[config.mk]
export PLATFORM = sky130hd
export DESIGN_NAME = unidade_controle_jogo
export DESIGN_NICKNAME = d
export VERILOG_FILES = /design/src/rtl/jogo_pkg.sv /design/src/rtl/unidade_controle_jogo_contador_timeout.sv /design/src/rtl/unidade_controle_jogo.sv
export SDC_FILE = /design/constraint.sdc
export NUM_CORES = 1
export LEC_CHECK = 0
export CORE_AREA = 5 5 42 44
export DETAILED_ROUTE_END_ITERATION = 8
export DIE_AREA = 0 0 47 49
export DONT_BUFFER_PORTS = 1
export MAX_ROUTING_LAYER = met4
export PLACE_DENSITY = 0.37
export SETUP_SLACK_MARGIN = 0.4
export SYNTH_ARGS = -nofsm -noshare
export SYNTH_HDL_FRONTEND = slang
export SYNTH_SLANG_ARGS = --single-unit
[constraint.sdc]
create_clock -name clock -period 2.4 [get_ports clock]
set_clock_uncertainty 0.15 [all_clocks]
set_input_delay 0.12 -clock clock [delete_from_list [all_inputs] [get_ports clock]]
set_output_delay 0.12 -clock clock [all_outputs]
set_load 0.05 [all_outputs]
[src/rtl/jogo_pkg.sv]
// Shared state codes and constants for the sequence-memory game control unit.
package jogo_pkg;

    localparam int ESTADO_W  = 4;
    localparam int N_RODADAS = 16;

    typedef enum logic [ESTADO_W-1:0] {
        INICIAL        = 4'h0,
        PREPARA        = 4'h1,
        INICIO_RODADA  = 4'h2,
        ESPERA_JOGADA  = 4'h3,
        REGISTRA       = 4'h4,
        COMPARA        = 4'h5,
        PROXIMA_JOGADA = 4'h6,
        PROXIMA_RODADA = 4'h7,
        GANHOU         = 4'hA,
        PERDEU         = 4'hC,
        TIMEOUT        = 4'hE
    } estado_t;

    // Terminal states are the ones that report a finished game.
    function automatic logic estado_final(input estado_t e);
        logic r;
        case (e)
            GANHOU, PERDEU, TIMEOUT: r = 1'b1;
            default:                 r = 1'b0;
        endcase
        return r;
    endfunction

endpackage

[src/rtl/unidade_controle_jogo_contador_timeout.sv]
// Per-play timeout counter: counts while enabled, flags the last allowed cycle.
module contador_timeout #(
    parameter int TIMEOUT_CICLOS = 10
) (
    input  logic clock,
    input  logic reset,
    input  logic clear,
    input  logic enable,
    output logic fim
);

    localparam int W = (TIMEOUT_CICLOS > 1) ? $clog2(TIMEOUT_CICLOS) : 1;
    localparam logic [W-1:0] ULTIMO = W'(TIMEOUT_CICLOS - 1);

    logic [W-1:0] conta_q;
    logic [W-1:0] conta_d;

    // Next count: clear has priority over counting.
    always_comb begin
        conta_d = conta_q;
        if (clear) begin
            conta_d = {W{1'b0}};
        end else if (enable) begin
            conta_d = conta_q + W'(1);
        end else begin
            conta_d = conta_q;
        end
    end

    // Count register.
    always_ff @(posedge clock or posedge reset) begin
        if (reset) begin
            conta_q <= {W{1'b0}};
        end else begin
            conta_q <= conta_d;
        end
    end

    assign fim = enable && (conta_q == ULTIMO);

endmodule

[src/rtl/unidade_controle_jogo.sv]
// Moore control FSM of the sequence-memory game.
// Build option JOGO_TIMEOUT_EN adds the per-play timeout counter and TIMEOUT state.
module unidade_controle_jogo
    import jogo_pkg::*;
#(
    parameter int TIMEOUT_CICLOS = 10
) (
    input  logic       clock,
    input  logic       reset,
    input  logic       jogar,
    input  logic       jogada,
    input  logic       igual,
    input  logic       fim_rodada,
    input  logic       fim_jogo,
    output logic       zera_rodada,
    output logic       conta_rodada,
    output logic       zera_endereco,
    output logic       conta_endereco,
    output logic       registra_jogada,
    output logic       ganhou,
    output logic       perdeu,
    output logic       pronto,
    output logic       db_timeout,
    output logic [3:0] db_estado
);

    estado_t estado_q;
    estado_t estado_d;
    logic    timeout_s;

`ifdef JOGO_TIMEOUT_EN
    contador_timeout #(
        .TIMEOUT_CICLOS(TIMEOUT_CICLOS)
    ) u_contador_timeout (
        .clock (clock),
        .reset (reset),
        .clear (estado_q != ESPERA_JOGADA),
        .enable(estado_q == ESPERA_JOGADA),
        .fim   (timeout_s)
    );
`else
    assign timeout_s = 1'b0;
`endif

    // State register.
    always_ff @(posedge clock or posedge reset) begin
        if (reset) begin
            estado_q <= INICIAL;
        end else begin
            estado_q <= estado_d;
        end
    end

    // Next-state logic; a press arriving together with the timeout wins.
    always_comb begin
        estado_d = INICIAL;
        case (estado_q)
            INICIAL:        estado_d = jogar ? PREPARA : INICIAL;
            PREPARA:        estado_d = INICIO_RODADA;
            INICIO_RODADA:  estado_d = ESPERA_JOGADA;
            ESPERA_JOGADA: begin
                if (jogada) begin
                    estado_d = REGISTRA;
                end else if (timeout_s) begin
                    estado_d = TIMEOUT;
                end else begin
                    estado_d = ESPERA_JOGADA;
                end
            end
            REGISTRA:       estado_d = COMPARA;
            COMPARA: begin
                if (!igual) begin
                    estado_d = PERDEU;
                end else if (!fim_rodada) begin
                    estado_d = PROXIMA_JOGADA;
                end else if (!fim_jogo) begin
                    estado_d = PROXIMA_RODADA;
                end else begin
                    estado_d = GANHOU;
                end
            end
            PROXIMA_JOGADA: estado_d = ESPERA_JOGADA;
            PROXIMA_RODADA: estado_d = INICIO_RODADA;
`ifdef JOGO_TIMEOUT_EN
            GANHOU, PERDEU, TIMEOUT: estado_d = jogar ? PREPARA : estado_q;
`else
            GANHOU, PERDEU: estado_d = jogar ? PREPARA : estado_q;
`endif
            default:        estado_d = INICIAL;
        endcase
    end

    // Output decode from the current state only.
    always_comb begin
        zera_rodada     = (estado_q == PREPARA);
        conta_rodada    = (estado_q == PROXIMA_RODADA);
        zera_endereco   = (estado_q == PREPARA) || (estado_q == INICIO_RODADA);
        conta_endereco  = (estado_q == PROXIMA_JOGADA);
        registra_jogada = (estado_q == REGISTRA);
        ganhou          = (estado_q == GANHOU);
        pronto          = estado_final(estado_q);
        db_estado       = estado_q;
`ifdef JOGO_TIMEOUT_EN
        perdeu          = (estado_q == PERDEU) || (estado_q == TIMEOUT);
        db_timeout      = (estado_q == TIMEOUT);
`else
        perdeu          = (estado_q == PERDEU);
        db_timeout      = 1'b0;
`endif
    end

endmodule

==> out/summary.md <==
For this block, the via count after detailed routing is 407. The number of antenna violations at the first check in global routing is 0, and the flip-flop count of the largest register, all copies and words added is 4. STA classifies the critical path endpoint as an output port.

The share of synthesized flip-flops with an asynchronous set or reset is 100%, and the maximum level of the CTS H-tree is 1. The number of nets handed over by synthesis was 57. After Yosys synthesis, and, or, nand and nor cells account for 38.9% of the synthesized area.

The share of total power dissipated in sequential elements is 24.9%. The count of buffers inserted at the top-level ports was 0. The number of buffers inserted during clock tree synthesis came out at 3.

Counting every sink on the clock net gives 4. The run gives 1.47 ns as the critical path data arrival time. Wires add up to 1080 um. Summed over all nets, the switching power comes to 475 uW.

For the post-synth design cell area, the log shows 373 um^2. Setup total negative slack on the finished layout was measured at 0 ns. The power density normalized to cell area came out at 1490 nW/um^2.

TritonCTS built the clock tree. Summed over all layers, the global routing overflow is 0. The area of all placed cells without fillers is 538 um^2. For the antenna diode instance count, the log shows 0. The transition time at the pin with the least slew margin is 0.542 ns. The tools report the remaining antenna violation count after routing as 0. For the total internal power, the log shows 327 uW. The class of the most critical setup path is reg2out. Multiplexer share of the synthesized area: 0%. The analysis attributes to cell leakage a power of 0.000229 uW. The tree is rooted in a sky130_fd_sc_hd__clkbuf_4. The max-capacitance violation count came out at 0.

In this run the most critical hold path is launched from fim_rodada. Clock-pin slew was measured on the worst setup and hold paths at 0.04 ns. The proportion of netlist area held by the largest area contributor works out to 26.8%.

For the setup violation total in the final timing report, the log shows 0. The run gives 2.13 ns as the worst path required time. After synthesis, the largest family of logic cells by area is simple AND/OR/NAND/NOR gates.

Of the total power, combinational logic draws 64.8%. The run gives 1 as the first-pass detailed-route iteration total. The total track usage is 10.1%, and the average wire per cell in the routed design is 13.6 um. Counting cells, the worst reg-to-reg path comes to 4. The worst setup path is launched from a flip-flop.

Static timing analysis puts the maximum clock frequency at 0.574 GHz. The number of synthesized register bits was 4; the via count of the first global-routing pass was 390. The floorplan step defined a core boundary enclosing 1400 um^2. For the number of nets in the final layout, the log shows 72.

For the final critical-path setup slack, the log shows 0.658 ns. The die is 49 um tall. In this run the tightest slew margin relative to its limit is 63.7%. The post-detailed-placement half-perimeter wirelength is 863 um, and the die span in x is 47 um. The hold violation total from the final report was 0; the minimum period implied by the final worst setup slack was 1.74 ns. After synthesis, the netlist uses 27 different library cells. Relative to the synthesized area, the layout overhead comes to 44.3%. The number of placement rows came out at 14.

The cell count after synthesis came out at 50. Routability-driven placement finished with a final weighted congestion of 0.833. The run gives 0 as the final max-slew violation count.

Highest fanout seen on the critical path: 13. The setup check on the worst reg-to-reg path leaves a slack of 0.69 ns. For this design the top-level I/O count stands at 20. The synthesized netlist devotes 4.70% of its cell area to XOR and XNOR gates. Among all flip-flop cells after synthesis, the most frequent one is sky130_fd_sc_hd__dfrtp_1. Maximum number of pins on one net before global-route repair: 15. The first global-routing pass estimated 1660 um of wire. For this run, the slowest stage of the critical path takes 0.60 ns. Summing the areas of all fa, ha and maj instances in the mapped netlist gives 0% of the synthesized area. OpenSTA, run right after detailed placement, puts the worst setup slack at 0.501 ns.

The tools report the endpoint with the worst hold slack as db_estado[0]. The synthesized netlist devotes 19.5% of its cell area to compound gates. The critical path goes through nand2_1 > nor3_4.

The iteration-0 DRC count of the detailed router is 0, and the total placed instance area is 474 um^2. The later pin in the worst-skew pair is clocked with a latency of 0.24 ns. The cell type with the highest aggregate area in the netlist is sky130_fd_sc_hd__dfrtp_1.

The worst path uses 72.6% of the clock period. The fraction of power spent switching nets is 59.2%, and the die outline area is 2300 um^2. The synthesized area divided by synthesized cell count is 7.46 um^2. The effective utilization at floorplan is 26.6%. Setup repair after global routing left no endpoint under its margin. The worst register-to-register path ends at db_estado[2].

After synthesis, the most frequently instantiated cells are sky130_fd_sc_hd__nor2_1, sky130_fd_sc_hd__nor3_1, sky130_fd_sc_hd__dfrtp_1. The run finished with clean final reports. The run gives 38.4% as the end-of-flow core utilization.

The peak supply drop was 0.000453 V. The share of post-route cells with drive strength above 1 is 30.2%. After filler insertion, the fill cell instance count of the layout stands at 157. The portion of total power attributed to the clock network was 10.3%. On the critical path, the stage with the largest delay is an instance of sky130_fd_sc_hd__dfrtp_1. After detailed routing, the number of remaining DRC violations is 0. The clock passes through at most 2 buffers. Ranked by total cell area, the synthesized netlist is headed by sky130_fd_sc_hd__dfrtp_1, sky130_fd_sc_hd__nor3_1, sky130_fd_sc_hd__nand2b_1.

During synthesis, Yosys emitted a total of 0 warnings. The number of cells on the worst hold path is 3. After detailed routing, the number of vias per cell comes to 5.15.

Sequential cells were found to cover 26.8% of the synthesized design area. The count of flip-flops with a built-in enable after synthesis came out at 0. The worst register-to-register path begins at db_estado[2].

The class of the tightest hold or removal check is in2reg.
==> per-layer routing <==
metal | routed length (um) | vias up | global-route usage (%)
met5 | 0 | - | -
met4 | 19 | 0 | 6.91
met3 | 143 | 2 | 2.95
met2 | 502 | 17 | 15.4
met1 | 410 | 187 | 10.9
li1 | - | 201 | -
==> how the worst max path moves through the flow <==
stage / start / to / slack, ns
6_report: db_estado[2] / conta_endereco / 0.66
5_1_grt: db_estado[2] / conta_endereco / 0.58
3_5_place_dp: db_estado[3] / db_estado[2] / 0.50
3_3_place_gp: db_estado[3] / db_estado[1] / 0.48
2_1_floorplan: db_estado[1] / ganhou / -0.05
4_1_cts: db_estado[3] / ganhou / 0.43
==> cell type report <==
class                           instances  area [um^2]  area share (%)
Clock buffer                            3         22.5            4.19
Inverter                                3         11.3            2.09
Multi-Input combinational cell         38          260            48.4
Sequential cell                         4          101            18.8
Tap cell                               16         20.0            3.72
Timing Repair Buffer                   15          123            22.8
==> worst max-delay path, delay by kind of cell, from the launching register on <==
kind | cells | cell delay, ns
DFF | 1 | 0.60
and+or+nand+nor | 2 | 0.64
==> metrics by stage <==
| step | hold slack [ns] | std cells | power [uW] |
|---|---|---|---|
| 6_report | 0.0111 | 79 | 802 |
| 5_1_grt | 0.0260 | 79 | 852 |
| 4_1_cts | 0.00586 | 79 | 813 |
| 3_5_place_dp | -0.245 | 72 | 721 |
| 3_3_place_gp | -0.254 | 72 | 717 |
| 2_1_floorplan | -0.264 | 50 | 585 |
==> repair_timing <==
item                                    CTS  global route
endpoints found under the setup margin    0             1
buffers inserted                          0             0
endpoints found under the hold margin     6             0
gates resized for setup                   0             1
hold buffers                              4             0
==> cell families (layout without fill, tap and decap cells) <==
group	Yosys count	after routing
buffers and inverters	8	21
other	1	1
AND/OR/NAND/NOR	25	25
flip-flops	4	4
XOR/XNOR	2	2
AO/OA/AOI/OAI	10	10
==> power by group through the flow <==
stage / combinational (uW) / clock (uW) / sequential (uW)
floorplan: 370 / 0 / 216
global placement: 519 / 0 / 198
detailed placement: 520 / 0 / 201
CTS: 526 / 87.5 / 199
global route: 553 / 90.6 / 208
finish: 519 / 82.8 / 200
==> cell usage in the layout (no fill, tap or decap), types with 2 or more instances in the layout <==
cell / n
sky130_fd_sc_hd__nand2_1: 3
sky130_fd_sc_hd__o21ai_0: 3
sky130_fd_sc_hd__nor3_1: 3
sky130_fd_sc_hd__inv_1: 3
sky130_fd_sc_hd__dfrtp_1: 3
sky130_fd_sc_hd__dlygate4sd3_1: 4
sky130_fd_sc_hd__clkbuf_4: 3
sky130_fd_sc_hd__a21oi_1: 2
sky130_fd_sc_hd__nand2b_1: 3
sky130_fd_sc_hd__buf_4: 11
sky130_fd_sc_hd__nor2_1: 5
Power figures use the tool's default switching activity.
